**src/rtl/adc_scan_pkg.sv**
```systemverilog
// Shared types, default timing constants and the channel-search helper
// for the ADC scan sequencer.
package adc_scan_pkg;

    typedef enum logic [2:0] {
        S_IDLE,
        S_SETTLE,
        S_CONVERT,
        S_CAPTURE,
        S_NEXT
    } scan_state_t;

    localparam int DEF_SETTLE_CYCLES  = 1000;
    localparam int DEF_TIMEOUT_CYCLES = 2000000;
    localparam int MAX_CH             = 16;

    // Lowest set bit of mask at index >= from; returns 16 when none exists.
    function automatic logic [4:0] next_set_bit(input logic [15:0] mask, input logic [4:0] from);
        logic [4:0] r;
        r = 5'd16;
        for (int i = 15; i >= 0; i--) begin
            if (mask[i] && (5'(i) >= from)) r = 5'(i);
        end
        return r;
    endfunction

endpackage

```
**src/rtl/adc_cycle_timer.sv**
```systemverilog
// Loadable down-counter; done is high while the count sits at zero.
module adc_cycle_timer #(
    parameter int W = 8
) (
    input  logic         clk,
    input  logic         reset_n,
    input  logic         load,
    input  logic [W-1:0] load_val,
    output logic         done
);

    logic [W-1:0] cnt;

    always_ff @(posedge clk or negedge reset_n) begin
        if (!reset_n)        cnt <= '0;
        else if (load)       cnt <= load_val;
        else if (cnt != '0)  cnt <= cnt - W'(1);
    end

    assign done = (cnt == '0);

endmodule

```
**src/rtl/adc_scan_sequencer.sv**
```systemverilog
// Multi-channel ADC scan sequencer: settle, convert, capture, advance.
// Define ADC_SCAN_DISCARD_EN to drop the first ready pulse of each conversion.
module adc_scan_sequencer
    import adc_scan_pkg::*;
#(
    parameter int WIDTH          = 8,
    parameter int NUM_CH         = 4,
    parameter int SETTLE_CYCLES  = DEF_SETTLE_CYCLES,
    parameter int TIMEOUT_CYCLES = DEF_TIMEOUT_CYCLES,
    localparam int SW            = $clog2(NUM_CH)
) (
    input  logic              clk,
    input  logic              reset_n,
    input  logic              start,
    input  logic              abort,
    input  logic              continuous,
    input  logic [NUM_CH-1:0] ch_mask,
    input  logic              algo_sar_cfg,
    output logic              adc_enable,
    output logic              adc_algo_sar,
    input  logic              adc_ready_pulse,
    input  logic [WIDTH-1:0]  adc_raw8,
    output logic [SW-1:0]     mux_sel,
    output logic              result_valid,
    output logic [SW-1:0]     result_ch,
    output logic [WIDTH-1:0]  result_data,
    input  logic [SW-1:0]     rd_ch,
    output logic [WIDTH-1:0]  rd_data,
    output logic              busy,
    output logic              scan_done,
    output logic              timeout_err
);

    localparam int DEPTH = 1 << SW;
    localparam int TMAX  = (SETTLE_CYCLES > TIMEOUT_CYCLES) ? SETTLE_CYCLES : TIMEOUT_CYCLES;
    localparam int TW    = $clog2(TMAX + 1);

    scan_state_t state, state_nxt;

    logic [NUM_CH-1:0] lat_mask;
    logic              lat_algo;
    logic              lat_cont;
    logic [WIDTH-1:0]  bank [DEPTH];

    logic          timer_load;
    logic [TW-1:0] timer_val;
    logic          timer_done;

    logic do_start, do_advance, do_wrap, do_capture, do_timeout;
    logic [4:0] low_in, low_lat, nxt_hi;
`ifdef ADC_SCAN_DISCARD_EN
    logic discarded;
    logic do_discard;
`endif

    assign low_in  = next_set_bit(16'(ch_mask), 5'd0);
    assign low_lat = next_set_bit(16'(lat_mask), 5'd0);
    assign nxt_hi  = next_set_bit(16'(lat_mask), 5'(mux_sel) + 5'd1);

    // Upper search bits only flag "not found"; the slices below drop them.
    logic unused_search;
    assign unused_search = ^{low_in[4:SW], low_lat[4:SW]};

    adc_cycle_timer #(.W(TW)) u_timer (
        .clk      (clk),
        .reset_n  (reset_n),
        .load     (timer_load),
        .load_val (timer_val),
        .done     (timer_done)
    );

    always_ff @(posedge clk or negedge reset_n) begin
        if (!reset_n) state <= S_IDLE;
        else          state <= state_nxt;
    end

    always_comb begin
        state_nxt  = state;
        timer_load = 1'b0;
        timer_val  = '0;
        do_start   = 1'b0;
        do_advance = 1'b0;
        do_wrap    = 1'b0;
        do_capture = 1'b0;
        do_timeout = 1'b0;
        scan_done  = 1'b0;
`ifdef ADC_SCAN_DISCARD_EN
        do_discard = 1'b0;
`endif
        case (state)
            S_IDLE: begin
                if (start && (ch_mask != '0)) begin
                    do_start   = 1'b1;
                    state_nxt  = S_SETTLE;
                    timer_load = 1'b1;
                    timer_val  = TW'(SETTLE_CYCLES - 1);
                end
            end
            S_SETTLE: begin
                if (abort) state_nxt = S_IDLE;
                else if (timer_done) begin
                    state_nxt  = S_CONVERT;
                    timer_load = 1'b1;
                    timer_val  = TW'(TIMEOUT_CYCLES - 1);
                end
            end
            S_CONVERT: begin
                if (abort) state_nxt = S_IDLE;
                else if (adc_ready_pulse) begin
`ifdef ADC_SCAN_DISCARD_EN
                    if (!discarded) begin
                        do_discard = 1'b1;
                        timer_load = 1'b1;
                        timer_val  = TW'(TIMEOUT_CYCLES - 1);
                    end else begin
                        state_nxt = S_CAPTURE;
                    end
`else
                    state_nxt = S_CAPTURE;
`endif
                end else if (timer_done) begin
                    do_timeout = 1'b1;
                    state_nxt  = S_NEXT;
                end
            end
            S_CAPTURE: begin
                if (abort) state_nxt = S_IDLE;
                else begin
                    do_capture = 1'b1;
                    state_nxt  = S_NEXT;
                end
            end
            S_NEXT: begin
                if (abort) state_nxt = S_IDLE;
                else if (!nxt_hi[4] && (32'(nxt_hi) < NUM_CH)) begin
                    do_advance = 1'b1;
                    state_nxt  = S_SETTLE;
                    timer_load = 1'b1;
                    timer_val  = TW'(SETTLE_CYCLES - 1);
                end else begin
                    scan_done = 1'b1;
                    if (lat_cont) begin
                        do_wrap    = 1'b1;
                        state_nxt  = S_SETTLE;
                        timer_load = 1'b1;
                        timer_val  = TW'(SETTLE_CYCLES - 1);
                    end else begin
                        state_nxt = S_IDLE;
                    end
                end
            end
            default: state_nxt = S_IDLE;
        endcase
    end

    always_ff @(posedge clk or negedge reset_n) begin
        if (!reset_n) begin
            lat_mask     <= '0;
            lat_algo     <= 1'b0;
            lat_cont     <= 1'b0;
            mux_sel      <= '0;
            timeout_err  <= 1'b0;
            result_valid <= 1'b0;
            result_ch    <= '0;
            result_data  <= '0;
            for (int i = 0; i < DEPTH; i++) bank[i] <= '0;
        end else begin
            result_valid <= do_capture;
            if (do_start) begin
                lat_mask    <= ch_mask;
                lat_algo    <= algo_sar_cfg;
                lat_cont    <= continuous;
                timeout_err <= 1'b0;
                mux_sel     <= low_in[SW-1:0];
            end
            if (do_advance) mux_sel <= nxt_hi[SW-1:0];
            if (do_wrap) begin
                mux_sel  <= low_lat[SW-1:0];
                lat_cont <= continuous;
            end
            if (do_timeout) timeout_err <= 1'b1;
            if (do_capture) begin
                result_ch     <= mux_sel;
                result_data   <= adc_raw8;
                bank[mux_sel] <= adc_raw8;
            end
        end
    end

`ifdef ADC_SCAN_DISCARD_EN
    // Re-armed on every CONVERT entry so each conversion drops its own first pulse.
    always_ff @(posedge clk or negedge reset_n) begin
        if (!reset_n)                                      discarded <= 1'b0;
        else if (state_nxt == S_CONVERT && state != S_CONVERT) discarded <= 1'b0;
        else if (do_discard)                               discarded <= 1'b1;
    end
`endif

    assign busy         = (state != S_IDLE);
    assign adc_enable   = (state == S_CONVERT);
    assign adc_algo_sar = (state == S_CONVERT) && lat_algo;
    assign rd_data      = bank[rd_ch];

endmodule
```
**config.mk**
```make
export PLATFORM = sky130hd
export DESIGN_NAME = adc_scan_sequencer
export DESIGN_NICKNAME = d
export VERILOG_FILES = /design/src/rtl/adc_scan_pkg.sv /design/src/rtl/adc_cycle_timer.sv /design/src/rtl/adc_scan_sequencer.sv
export SDC_FILE = /design/constraint.sdc
export NUM_CORES = 1
export LEC_CHECK = 0
export CAP_MARGIN = 0
export CORE_MARGIN = 2
export CORE_UTILIZATION = 45
export DETAILED_ROUTE_END_ITERATION = 10
export PLACE_DENSITY = 0.67
export SYNTH_ARGS = -nofsm -noshare
export SYNTH_HDL_FRONTEND = slang
export SYNTH_SLANG_ARGS = --single-unit
```
**constraint.sdc**
```tcl
create_clock -name clk -period 2.3 [get_ports clk]
set_input_delay 0.345 -clock clk [delete_from_list [all_inputs] [get_ports clk]]
set_output_delay 0.345 -clock clk [all_outputs]
set_load 0.05 [all_outputs]
```
# --- Yosys cells after proc, flatten, opt, wreduce, memory -nomap -nowiden ---
# Index checks and enable logic that the tools add are counted.
totals:
  register_bits: 76
  input_bits: 21
  out_inout_bits: 26
  elab_cells: 119
classes:
  add_sub_neg: 2
  order_cmp: 8
  n_eq_ne: 7
  n_mux: 67
  n_bitwise: 2
  reduce_logical: 19
op_table:
  columns: ["cell", "n"]
  rows:
  - ["21-bit 2-to-1 mux", 4]
  - ["21-bit case mux with 3 select lines", 1]
  - ["10-bit 2-to-1 mux", 4]
  - ["32-bit bitwise mux", 1]
  - ["1-bit 2-to-1 mux", 28]
  - ["8-bit 2-to-1 mux", 3]
  - ["2-bit 2-to-1 mux", 11]
  - ["21-bit logical NOT", 1]
  - ["3-bit 2-to-1 mux", 7]
  - ["21-bit nonzero test", 1]
  - ["21-bit by 1-bit subtractor with 21-bit output, second input constant", 1]
  - ["5-bit 2-to-1 mux", 4]
  - ["8-bit binary-select mux with 2-bit select", 1]
  - ["8-bit demux with 2-bit select", 1]
  - ["3-bit case mux with 5 select lines", 1]
  - ["1-bit logical AND", 8]
  - ["3-bit by 2-bit equality test with 1-bit output, second input constant", 2]
  - ["1-bit by 3-bit >= comparator with 1-bit output, first input constant", 2]
  - ["2-bit by 3-bit >= comparator with 1-bit output, first input constant", 2]
  - ["3-bit >= comparator, second input constant", 2]
  - ["2-bit inverter with 3-bit output", 2]
  - ["2-bit nonzero test", 3]
  - ["3-bit nonzero test", 2]
  - ["5-bit by 3-bit < comparator with 1-bit output, second input constant", 1]
  - ["other kinds (12)", 12]

# --- Depth between registers and ports, before layout ---
logic_depth:
  depth_word: 14
  ltp_mapped: 8
  mapped_depth_nobuf: 7

# --- Cells and area by module ---
# From an unflattened synthesis, not the netlist that was laid out.
hier_totals:
  cells_unflattened: 319
  area_unflattened_um2: 3903.7
by_module_without_submodules:
  columns: ["mod", "instances", "cells_per_inst", "area_each_um2", "seq_area_each_um2"]
  rows:
  - ["adc_scan_sequencer", 1, 190, 2606.2, 1376.3]
  - ["adc_cycle_timer", 1, 129, 1297.5, 525.5]

# --- Worst setup path before layout ---
# OpenSTA, ideal clock, no wires.
synth_timing:
  path_kind: "register to output"
  start: "reg state[0]"
  end: "out adc_algo_sar"
  arrival_ns: 2.324
  required_time_ns: 1.955
  slack_ns: -0.369
  stages_incl_launch_ff: 4
  path_buffers: 1
  cell_sequence: "dfrtp_1 clkbuf_2 nor3b_1 and2_1"
synth_via:
  elab_chain_len: 2
synth_lines:
  columns: ["item", "line", "source"]
  rows:
  - ["from (decl)", "adc_scan_sequencer.sv:38", "scan_state_t state, state_nxt;"]
  - ["from (signal assigned)", "adc_scan_sequencer.sv:74", "else state <= state_nxt;"]
  - ["3-bit by 2-bit equality test with 1-bit output", null, null]
  - ["via adc_enable", "adc_scan_sequencer.sv:19", "output logic adc_enable,"]
  - ["1-bit logical AND", "adc_scan_sequencer.sv:201", "assign adc_algo_sar = (state == S_CONVERT) && lat_algo;"]
  - ["to (decl)", "adc_scan_sequencer.sv:20", "output logic adc_algo_sar,"]
# The timed path passes the listed nets, and every way through them passes these cells.

# --- Final worst setup path ---
layout_timing:
  start: "in abort"
  end: "out scan_done"
layout_via:
  elab_chain_len: 2
layout_lines:
  columns: ["item", "line", "source"]
  rows:
  - ["from (decl)", "adc_scan_sequencer.sv:15", "input logic abort,"]
  - ["1-bit 2-to-1 mux", "adc_scan_sequencer.sv:134", "if (abort) state_nxt = S_IDLE;"]
  - ["1-bit 2-to-1 mux", "adc_scan_sequencer.sv:90", "case (state)"]
  - ["to (decl)", "adc_scan_sequencer.sv:30", "output logic scan_done,"]
# Every way passes these cells.

==> impl_metrics.env <==
export IMPL_timing_rr_start="u_timer.cnt[0]"
export IMPL_grt_use_total=0.203
export IMPL_hold_viol=0
export IMPL_postCtsSetupBuffers=0
export IMPL_cts_buffer_depth=2
export IMPL_layout_drive_gt1_share=0.274
export IMPL_yosys_warnings=0
export IMPL_routedWlPerCell_um=16.2
export IMPL_crit_start="abort"
export IMPL_min_period_ns=2.14
export IMPL_powerDensity_nw_per_um2=739
export IMPL_synthCells=329
export IMPL_dp_cells=490
export IMPL_insertion_delay_ns=0.35
export IMPL_antenna_found_initial=0
export IMPL_fin_crit_sh=0.932
export IMPL_finalSetupTns_ns=0
export IMPL_finalNonFillerCells=507
export IMPL_drc=0
export IMPL_cp_start_kind="input pin"
export IMPL_cts_root_buffer="clkbuf_8"
export IMPL_yosysSeqAreaShare=0.511
export IMPL_fmax_ghz=0.467
export IMPL_synth_avg_cell_area_sq_um=11.3
export IMPL_die_w_um=94.9
export IMPL_finalNetCount=420
export IMPL_maxCapViolCount=0
export IMPL_setup_violations=0
export IMPL_reg2reg_to="u_timer.cnt[8]"
export IMPL_drv_slew=0
export IMPL_fp_dieH_um=94.9
export IMPL_syn_to_final_growth_pct=24.3
export IMPL_dpl_worst_slack_ns=0.0973
export IMPL_async_reset_ff_frac=1.00
export IMPL_rr_worst_depth=7
export IMPL_grt_pass1_vias=2770
export IMPL_cts_reportedPaths_clkPinSlew_ns=0.08
export IMPL_hpwl_um=5830
export IMPL_grt_max_degree=36
export IMPL_start_util=0.459
export IMPL_power_leakage_nw=2.11
export IMPL_tightest_slew_ns=0.508
export IMPL_rsz0062_at_grt="false"
export IMPL_required_ns=1.96
export IMPL_min_path_type="in -> async"
export IMPL_peakVddDrop_uv=657
export IMPL_n_antenna_cell=0
export IMPL_slew_headroom=0.660
export IMPL_wl_um=8210
export IMPL_synth_nets=352
export IMPL_worst_slack_ns=0.157
export IMPL_num_io_pins=47
export IMPL_port_buffers=46
export IMPL_via_count=2798
export IMPL_viasPerCell=5.52
export IMPL_timing_worst_setup_path_type="in -> out"
export IMPL_skew_ns=0.00706
export IMPL_detail_route_antenna_nets=0
export IMPL_mostFrequentLayoutCell="dfrtp_1"
export IMPL_h_tree_depth=3
export IMPL_grt_pass1_wl_um=13900
export IMPL_status="completed"
export IMPL_synth_area_sq_um=3720
export IMPL_cts_tree="done"
export IMPL_fp_dieArea_sq_um=9010
export IMPL_r2r_setup_slack_ns=0.40
export IMPL_ys_types=54
export IMPL_layout_common_cells="75 x dfrtp_1, 45 x nand2_1, 37 x mux2_2"
export IMPL_firstDrtPassIters=4
export IMPL_synthFlopType="dfrtp_1"
export IMPL_cts_made_buffers=9
export IMPL_drt_initial_drc_count=136
export IMPL_placementRows=33
export IMPL_overflow=0
export IMPL_ys_seq_elements=76
export IMPL_synth_edf_count=0
export IMPL_end_kind="primary output"
export IMPL_cp_arrival_ns=1.80
export IMPL_coreArea_sq_um=8090
export IMPL_fill_cells=699
export IMPL_crit_end="scan_done"
export IMPL_cp_max_fo=4
export IMPL_place_gp_congestion=0.815
export IMPL_cts_sink_count=76
==> final cells by class <==
| type | instances | area, sq um | area share |
|---|---|---|---|
| flip-flops and latches | 76 | 1900 | 0.412 |
| multi-input cells | 231 | 1740 | 0.377 |
| repair buffers | 68 | 623 | 0.135 |
| well taps | 105 | 131 | 0.0284 |
| clock buffers | 9 | 124 | 0.0268 |
| clock inverters | 7 | 57.6 | 0.0125 |
| inverters | 11 | 41.3 | 0.00894 |
==> kinds of logic after synthesis <==
family | count (synthesis) | share of synthesized area
XOR/XNOR | 12 | 0.0283
buffers and inverters | 22 | 0.0236
AND/OR/NAND/NOR | 122 | 0.183
adder cells (fa/ha/maj) | 2 | 0.00673
flip-flops | 76 | 0.511
AO/OA/AOI/OAI | 49 | 0.0838
multiplexers | 46 | 0.163
==> critical path, cell delays in order <==
cell and delay [ns]:
clkdlybuf4s50_1 0.46, buf_4 0.17, nor4b_1 0.33, nand3_1 0.19, inv_1 0.15, buf_12 0.15
==> per-stage QoR <==
| step | utilization | total power, mW | hold slack [ns] | area, sq um |
|---|---|---|---|---|
| finish | 0.571 | 3.41 | 0.470 | 4620 |
| global route | 0.571 | 3.63 | 0.494 | 4620 |
| CTS | 0.570 | 3.44 | 0.478 | 4610 |
| detailed placement | 0.547 | 2.49 | 0.325 | 4420 |
| global placement | 0.547 | 2.47 | 0.312 | 4420 |
| floorplan | - | 2.19 | 0.0494 | 3720 |
==> flip-flops by register name, summed over array words and instances (netlist names) <==
register,flops
timeout_err,1
result_valid,1
lat_mask,4
u_timer.cnt,21
lat_cont,1
result_data,8
result_ch,2
state,3
mux_sel,2
lat_algo,1
bank,32
==> how the worst min path moves through the flow <==
stage / startpoint / end / slack (ns) / cells past startpoint
after floorplan: reset_n / bank[0] / 0.05 / 0
after global placement: reset_n / u_timer.cnt[15] / 0.31 / 1
after detailed placement: reset_n / u_timer.cnt[15] / 0.32 / 1
after CTS: reset_n / u_timer.cnt[15] / 0.48 / 2
after global routing: reset_n / u_timer.cnt[15] / 0.49 / 2
final: reset_n / u_timer.cnt[15] / 0.47 / 2
==> metal layers <==
metal | part of all wire | wire length, um | GRT usage
met4 | 0.016 | 133 | 0.0616
met3 | 0.048 | 393 | 0.0519
met1 | 0.46 | 3750 | 0.289
met5 | 0 | 0 | 0
met2 | 0.48 | 3930 | 0.307
==> report_power, final <==
| group | leakage [nW] | switching [mW] | internal, mW |
|---|---|---|---|
| combinational | 1.02 | 0.457 | 0.362 |
| sequential | 1.01 | 0.187 | 1.46 |
| clock | 0.0829 | 0.542 | 0.404 |
| total | 2.11 | 1.19 | 2.23 |
==> repair_timing <==
item	CTS	global route
hold endpoints to repair	32	0
endpoints found under the setup margin	3	3
hold buffers	1	0
gates resized for setup	3	2
==> cell usage after synthesis, drive strengths merged (3+ instances only) <==
library cell  instances  area (sq um)
nand4                 4          25.0
inv                  11          41.3
nor2                 17          68.8
nand2b                3          18.8
buf                   3          13.8
mux4                  8           180
xor2                  3          26.3
a211oi                3          22.5
nor2b                 4          25.0
nand3                 7          47.6
dfrtp                76          1900
xnor2                 9          78.8
a21oi                 8          40.0
nor3                  9          55.1
and3                  3          18.8
nand2                45           169
or3                   7          43.8
mux2                 37           417
nor4                  7          86.3
o21ai                19          95.1
clkbuf                8          32.5
nor4b                 3          26.3
and2                  4          25.0
Note: power is estimated with default switching activity, not from simulation.
